### src/rtl/serv_irq_sched.sv
// Machine interrupt scheduler: pending/enable gating, fixed-priority arbitration and a
// bit-serial mcause stream, LSB first. Define SERV_IRQ_SW_EN to add the MSIP source.
module serv_irq_sched #(
    parameter int unsigned W           = 1,
    parameter int unsigned SYNC_STAGES = 2
) (
    input  logic         i_clk,
    input  logic         i_rst,
    input  logic         i_mtip,
    input  logic         i_meip,
`ifdef SERV_IRQ_SW_EN
    input  logic         i_msip,
`endif
    input  logic         i_mstatus_mie,
    input  logic [2:0]   i_mie,
    input  logic         i_irq_ack,
    input  logic         i_cnt_en,
    output logic         o_irq_req,
    output logic [W-1:0] o_mcause_q,
    output logic         o_busy,
    output logic [2:0]   o_mip
);

    localparam int unsigned      CNT_W    = 5;
    localparam logic [CNT_W-1:0] CNT_STEP = CNT_W'(W);
    localparam logic [CNT_W-1:0] CNT_LAST = CNT_W'(32 - W);
    localparam logic [3:0]       CODE_MEI = 4'd11;
    localparam logic [3:0]       CODE_MTI = 4'd7;
`ifdef SERV_IRQ_SW_EN
    localparam logic [3:0]       CODE_MSI = 4'd3;
`endif

    typedef enum logic [1:0] {
        IDLE  = 2'd0,
        REQ   = 2'd1,
        SHIFT = 2'd2
    } state_t;

    state_t                 state_q;
    logic [CNT_W-1:0]       cnt_q;
    logic [3:0]             code_q;
    logic                   req_q;
    logic                   busy_q;
    logic [W-1:0]           data_q;
    logic [SYNC_STAGES-1:0] meip_sync_q;
    logic                   mtip_prev_q;
    logic                   mtip_q;

    logic                   msip;
    logic [2:0]             mip;
    logic [2:0]             pend;
    logic                   eligible;
    logic                   mtip_set;
    logic                   mtip_clr;
    logic [3:0]             win_code;
    logic [31:0]            cause;
    logic [CNT_W-1:0]       cnt_nxt;

`ifdef SERV_IRQ_SW_EN
    assign msip = i_msip;
`else
    assign msip = 1'b0;
`endif

    assign mip      = {meip_sync_q[SYNC_STAGES-1], mtip_q, msip};
    assign pend     = mip & i_mie;
    assign eligible = i_mstatus_mie & (|pend);
    assign mtip_set = i_mtip & ~mtip_prev_q;
    assign mtip_clr = (state_q == REQ) & i_irq_ack & (code_q == CODE_MTI);
    assign cause    = {1'b1, 27'b0, code_q};
    assign cnt_nxt  = cnt_q + CNT_STEP;

    // Fixed priority: external first, then software (if present), then timer.
    always_comb begin
        win_code = 4'd0;
        if (pend[2]) begin
            win_code = CODE_MEI;
`ifdef SERV_IRQ_SW_EN
        end else if (pend[0]) begin
            win_code = CODE_MSI;
`endif
        end else if (pend[1]) begin
            win_code = CODE_MTI;
        end
    end

    // Pending sources: MEIP synchroniser, MTIP edge capture (a new edge beats a clear).
    always_ff @(posedge i_clk or posedge i_rst) begin
        if (i_rst) begin
            meip_sync_q <= '0;
            mtip_prev_q <= 1'b0;
            mtip_q      <= 1'b0;
        end else begin
            meip_sync_q <= {meip_sync_q[SYNC_STAGES-2:0], i_meip};
            mtip_prev_q <= i_mtip;
            if (mtip_set) begin
                mtip_q <= 1'b1;
            end else if (mtip_clr) begin
                mtip_q <= 1'b0;
            end
        end
    end

    // Request/stream FSM; data_q is loaded with the beat that the next state will present.
    always_ff @(posedge i_clk or posedge i_rst) begin
        if (i_rst) begin
            state_q <= IDLE;
            cnt_q   <= '0;
            code_q  <= '0;
            req_q   <= 1'b0;
            busy_q  <= 1'b0;
            data_q  <= '0;
        end else begin
            data_q <= '0;
            case (state_q)
                IDLE: begin
                    if (eligible) begin
                        state_q <= REQ;
                        code_q  <= win_code;
                        req_q   <= 1'b1;
                    end
                end
                REQ: begin
                    if (i_irq_ack) begin
                        state_q <= SHIFT;
                        req_q   <= 1'b0;
                        busy_q  <= 1'b1;
                        cnt_q   <= '0;
                        data_q  <= W'(cause);
                    end else if (!eligible) begin
                        state_q <= IDLE;
                        req_q   <= 1'b0;
                    end
                end
                SHIFT: begin
                    if (i_cnt_en) begin
                        if (cnt_q == CNT_LAST) begin
                            state_q <= IDLE;
                            busy_q  <= 1'b0;
                            cnt_q   <= '0;
                        end else begin
                            cnt_q  <= cnt_nxt;
                            data_q <= W'(cause >> cnt_nxt);
                        end
                    end else begin
                        data_q <= W'(cause >> cnt_q);
                    end
                end
                default: begin
                    state_q <= IDLE;
                    req_q   <= 1'b0;
                    busy_q  <= 1'b0;
                end
            endcase
        end
    end

    assign o_irq_req  = req_q;
    assign o_busy     = busy_q;
    assign o_mcause_q = data_q;
    assign o_mip      = mip;

endmodule

### config.mk
export PLATFORM = sky130hd
export DESIGN_NAME = serv_irq_sched
export DESIGN_NICKNAME = d
export VERILOG_FILES = /design/src/rtl/serv_irq_sched.sv
export SDC_FILE = /design/constraint.sdc
export NUM_CORES = 1
export LEC_CHECK = 0
export CAP_MARGIN = 20
export CELL_PAD_IN_SITES_DETAIL_PLACEMENT = 1
export CELL_PAD_IN_SITES_GLOBAL_PLACEMENT = 2
export CORE_ASPECT_RATIO = 1.5
export CORE_UTILIZATION = 34
export DETAILED_ROUTE_END_ITERATION = 8
export PLACE_DENSITY = 0.91
export REMOVE_ABC_BUFFERS = 1
export SLEW_MARGIN = 30
export SYNTH_ARGS = -nofsm -noshare
export SYNTH_HDL_FRONTEND = slang
export SYNTH_SLANG_ARGS = --single-unit
### constraint.sdc
create_clock -name i_clk -period 2.95 [get_ports i_clk]
set_input_delay 0.295 -clock i_clk [delete_from_list [all_inputs] [get_ports i_clk]]
set_output_delay 0.295 -clock i_clk [all_outputs]
set_load 0.1 [all_outputs]
== Word-level counts from Yosys, hierarchy flattened ==
Cells that the tools add are included.

* $add $sub $neg: 1
* Eq/ne operators: 9
* Shift operators: 2
* Bitwise logic cells: 8
* Mux-type cells: 26
* Reductions and logical operators: 9

{| class="wikitable"
|+ Operators with widths
! kind !! count
|-
| >> shifter 32 x 5 -> 1 bit || 2
|-
| two-way mux 5 bit || 3
|-
| two-way mux 1 bit || 11
|-
| two-way mux 2 bit || 5
|-
| case mux 5 bit (2 select lines) || 1
|-
| inequality test 2 bit (second input constant) || 4
|-
| AND reduction 4 bit || 2
|-
| case mux 1 bit (3 select lines) || 2
|-
| case mux 2 bit (3 select lines) || 1
|-
| AND reduction 3 bit || 2
|-
| adder 5 x 1 -> 5 bit (second input constant) || 1
|-
| equality test 5 bit (second input constant) || 1
|-
| AND 1 bit || 4
|-
| equality test 4 x 3 -> 1 bit (second input constant) || 1
|-
| two-way mux 4 bit || 1
|-
| nonzero test 2 bit || 2
|-
| AND 3 bit || 1
|-
| two-way mux 3 bit || 1
|-
| inequality test 3 bit (second input constant) || 1
|-
| inverter 1 bit || 3
|-
| OR reduction 3 bit || 1
|-
| equality test 2 x 1 -> 1 bit (second input constant) || 1
|-
| equality test 2 bit (second input constant) || 1
|-
| zero test 2 bit || 1
|-
| other kinds (2) || 2
|}

* Input bits: 10
* Flip-flop bits (word level): 18
* Logic and storage cells: 64

== Depth between registers and ports, before layout ==
* Depth after elaboration: 6
* Gate-level depth with buffers: 7
* Depth with buffers taken out: 7

== Least setup slack after synthesis ==
Ideal clock, no wire load.

* Path kind: register to register
* Start point: register cnt_q[0]
* End point: register state_q[1]
* Library setup time: 0.137 ns
* Stages on the path, launching flop included: 8
* Clock period less this slack: 1.564 ns
* Required time: 2.813 ns
* Slack: 1.386 ns
* Path buffers: 0
* Data arrival time: 1.426 ns
* Cell sequence: dfrtp_1 ha_1 and3_1 ha_1 a21boi_4 a21oi_1 nand3_1 o221ai_1

* Word-level cells in the longest chain between the ends: 3

{| class="wikitable"
|+ RTL lines
! item !! RTL line !! text
|-
| start, declared || 40 || <nowiki>logic [CNT_W-1:0] cnt_q;</nowiki>
|-
| start signal, assigned || 142 || <nowiki>cnt_q <= cnt_nxt;</nowiki>
|-
| equality test 5 bit || 137 || <nowiki>if (cnt_q == CNT_LAST) begin</nowiki>
|-
| inequality test 2 bit (no source line) || n/a ||
|-
| AND reduction 4 bit (no source line) || n/a ||
|-
| end signal, assigned || 131 || <nowiki>state_q <= IDLE;</nowiki>
|-
| end signal, assigned || 138 || <nowiki>state_q <= IDLE;</nowiki>
|-
| end signal, assigned || 150 || <nowiki>state_q <= IDLE;</nowiki>
|-
| end, declared || 39 || <nowiki>state_t state_q;</nowiki>
|}

No other way between the ends.
A chain may end at the register's enable or synchronous reset.

== Worst setup path in the final report ==
* Start point: register cnt_q[0]
* End point: register data_q, in the netlist o_mcause_q

* Word-level cells in the longest chain between the ends: 5
* Elaborated cells between the ends (all ways): 7
* Those cells by class: 1 x add/sub; 1 x eq/ne; 2 x shift; 3 x mux

{| class="wikitable"
|+ RTL lines
! item !! RTL line !! text
|-
| adder 5 x 1 -> 5 bit || 71 || <nowiki>assign cnt_nxt = cnt_q + CNT_STEP;</nowiki>
|-
| >> shifter 32 x 5 -> 1 bit || 143 || <nowiki>data_q <= W'(cause >> cnt_nxt);</nowiki>
|-
| two-way mux 1 bit || 137 ||
|-
| two-way mux 1 bit (*) || 136 || <nowiki>if (i_cnt_en) begin</nowiki>
|-
| case mux 1 bit (2 select lines) (*) || 115 || <nowiki>case (state_q)</nowiki>
|-
| end signal, assigned || 129 || <nowiki>data_q <= W'(cause);</nowiki>
|-
| end signal, assigned || 143 ||
|-
| end signal, assigned || 146 || <nowiki>data_q <= W'(cause >> cnt_q);</nowiki>
|-
| end, declared || 44 || <nowiki>logic [W-1:0] data_q;</nowiki>
|}

Every way passes the cells marked *; elsewhere a longest branch is shown, timed or not.

==> flow_metrics.py <==
metrics = {
    "finish": {
        "fin_nets": 132,
        "finish.utilization_pct": 42.6,
        "area_delta_synth_final_pct": 18.6,
        "nFillCells": 315,
        "drive_gt1_share_pct": 12.3,
        "diodes": 0,
    },
    "timing": {
        "fin_crit_sh_pct": 59.4,
        "tightest_slew_ns": 0.655,
        "fmax_mhz": 570,
        "setup_viol": 0,
        "slew_viol_final": 0,
        "hold_viol": 0,
        "skew_ns": 0.00594,
        "period_needed_ns": 1.75,
        "max_slew_margin_pct": 56.3,
        "fin_setup_tns_ns": 0,
        "rsz0062_at_grt": "false",
    },
    "yosys": {
        "synth_top_area_cell": "dfrtp_1",
        "yosysUniqueCellTypes": 30,
        "ys_warn_count": 0,
        "yosys-top-cells-count": "dfrtp_1 (17), o21ai_0 (12), nand2_1 (11)",
        "synth_area_sq_um": 962,
        "synth_area_leaders": "dfrtp_1 (44%), ha_1 (9.1%), o21ai_0 (6.2%)",
        "synth_ff_type": "dfrtp_1",
        "netlist_instances": 101,
        "ys_seq_area_share_pct": 44.2,
        "ys_async_sr_fraction_pct": 100,
        "synth-edff-count": 0,
        "synth_top_area_share_pct": 44.2,
        "synth_seq_cells": 17,
        "yosysMostFrequentCell": "dfrtp_1",
        "syn_avg_cell_area_sq_um": 9.53,
    },
    "cts": {
        "cts_max_level": 1,
        "cts_buffer_depth": 2,
        "cts.repair.resized": 0,
        "cts_tree": "yes",
        "ctsHoldBuffers": 0,
        "clock_latency_ns": 0.26,
        "numCtsBuffers": 3,
        "clock-root-buffer": "clkbuf_8",
        "clock_sink_count": 17,
        "postCtsSetupRepairBufs": 0,
        "cts.clk_slew.worst_paths_ns": 0.07,
    },
    "setup_path": {
        "cp_max_fo": 5,
        "rr_worst_depth": 6,
        "r2r_start": "cnt_q[0]",
        "worstSetupPathType": "register to register",
        "cp.arrival_ns": 1.93,
        "rrSetupSlack_ns": 1.20,
        "cp-start-kind": "register",
        "end_kind": "register",
        "required_ns": 3.12,
        "rr_endpoint": "o_mcause_q",
    },
    "grt": {
        "grt_pass1_wl_mm": 3.86,
        "grt_pass1_vias": 871,
        "grt_max_degree": 18,
        "grt_util_all_layers_pct": 17.2,
        "globalRoute.totalOverflow": 0,
        "antenna_found_initial": 0,
    },
    "die": {
        "die-area_sq_mm": 0.00305,
        "rows": 23,
        "initial_core_util_pct": 36.0,
        "core-area_sq_mm": 0.00268,
        "die_w_um": 45.4,
        "io_pins": 16,
        "fp.dieH_um": 67.2,
    },
    "power_and_ir_drop": {
        "p_leak_nw": 0.512,
        "vdd_drop_max_mv": 0.632,
        "cellPowerDensity_mw_per_mm2": 954,
    },
    "detailed_routing": {
        "first_pass_iters": 4,
        "drtIter0Drc": 14,
        "ant_nets": 0,
        "route.detailed.drc": 0,
        "wl_mm": 2.12,
        "wl_per_cell_um": 14.0,
        "via_per_inst": 4.97,
        "vias": 750,
    },
    "hold_path": {
        "min_to": "meip_sync_q[1]",
        "min_path_type": "register to register",
        "min_from": "meip_sync_q[0]",
        "hold_path_depth": 0,
    },
    "job": {
        "maxCapViolations": 0,
    },
    "placed_design": {
        "io_buffers": 13,
        "dp_hpwl_mm": 1.70,
        "place_congestion": 0.765,
    },
    "status": {
        "status": "completed",
    },
}
==> placed cells by master (no fill, tap or decap), types with 4 or more instances in the layout <==
| cell type | n |
|---|---|
| nand2_1 | 11 |
| buf_4 | 5 |
| inv_1 | 5 |
| o21ai_0 | 12 |
| ha_1 | 7 |
| dfrtp_1 | 17 |
| clkdlybuf4s50_1 | 8 |
| nand2b_1 | 4 |
| nor2_1 | 5 |
| nand3_1 | 9 |
==> worst max-delay path: stages, from the launching register on <==
cell	delay, ns
dfrtp_1	0.44
ha_1	0.24
and3_1	0.19
ha_1	0.24
nor2b_1	0.29
nand3_1	0.12
o2bb2ai_1	0.15
==> sequential cells by signal, indices dropped and copies added, names as in the netlist <==
name	flops
cnt_q	5
code_q	3
meip_sync_q	2
state_q	2
mtip_prev_q	1
mtip_q	1
o_busy	1
o_irq_req	1
o_mcause_q	1
==> layer usage <==
| layer | share of wire (%) | GRT usage [%] | vias to the layer above |
|---|---|---|---|
| met3 | 1.6 | 1.60 | 4 |
| met2 | 58 | 31.8 | 8 |
| met1 | 40 | 20.0 | 362 |
| met5 | 0 | 0 | - |
| met4 | 0.85 | 5.30 | 0 |
| li1 | - | - | 376 |
==> report_power, final <==
group	internal, mW	switching, mW
sequential	0.291	0.0504
clock	0.0951	0.0854
combinational	0.171	0.394
total	0.558	0.530
==> worst max path at each step <==
stage	slack (ns)	start	cells past startpoint	endpoint
after floorplan	1.21	mtip_q	3	code_q[2]
after global placement	1.21	cnt_q[0]	6	o_mcause_q
after detailed placement	1.21	cnt_q[0]	6	o_mcause_q
after CTS	1.18	cnt_q[0]	6	o_mcause_q
after global routing	1.07	cnt_q[0]	7	state_q[1]
final	1.20	cnt_q[0]	6	o_mcause_q
==> logic make-up (layout without fill, tap and decap cells) <==
family	Yosys count	after routing	share of synthesized area (%)
xor+xnor	1	1	0.910
simple gates	38	38	19.8
mux	3	3	3.25
fa+ha+maj	7	7	9.10
compound gates	25	25	16.9
other cells	1	1	0.390
flops	17	17	44.2
buf+inv	9	22	5.46
==> area by class of cell <==
cell class              instances  area (sq um)  share of cell area (%)
repair buffers                 13           118                    10.3
inverters                       5          18.8                    1.64
clock buffers                   3          41.3                    3.62
flip-flops and latches         17           425                    37.3
multi-input cells              75           484                    42.4
clock inverters                 1          7.51                   0.658
well taps                      37          46.3                    4.06
==> metrics by stage <==
step / hold slack (ns) / worst slack [ns] / cell area, sq um / power, mW / std cells
CTS: 0.366 / 1.18 / 1140 / 1.10 / 151
global placement: 0.333 / 1.21 / 1090 / 0.893 / 147
floorplan: 0.221 / 1.21 / 928 / 0.774 / 97
global route: 0.374 / 1.07 / 1140 / 1.16 / 151
detailed placement: 0.349 / 1.21 / 1090 / 0.915 / 147
finish: 0.360 / 1.20 / 1140 / 1.09 / 151
No activity file was read; power rests on OpenSTA's default activity.
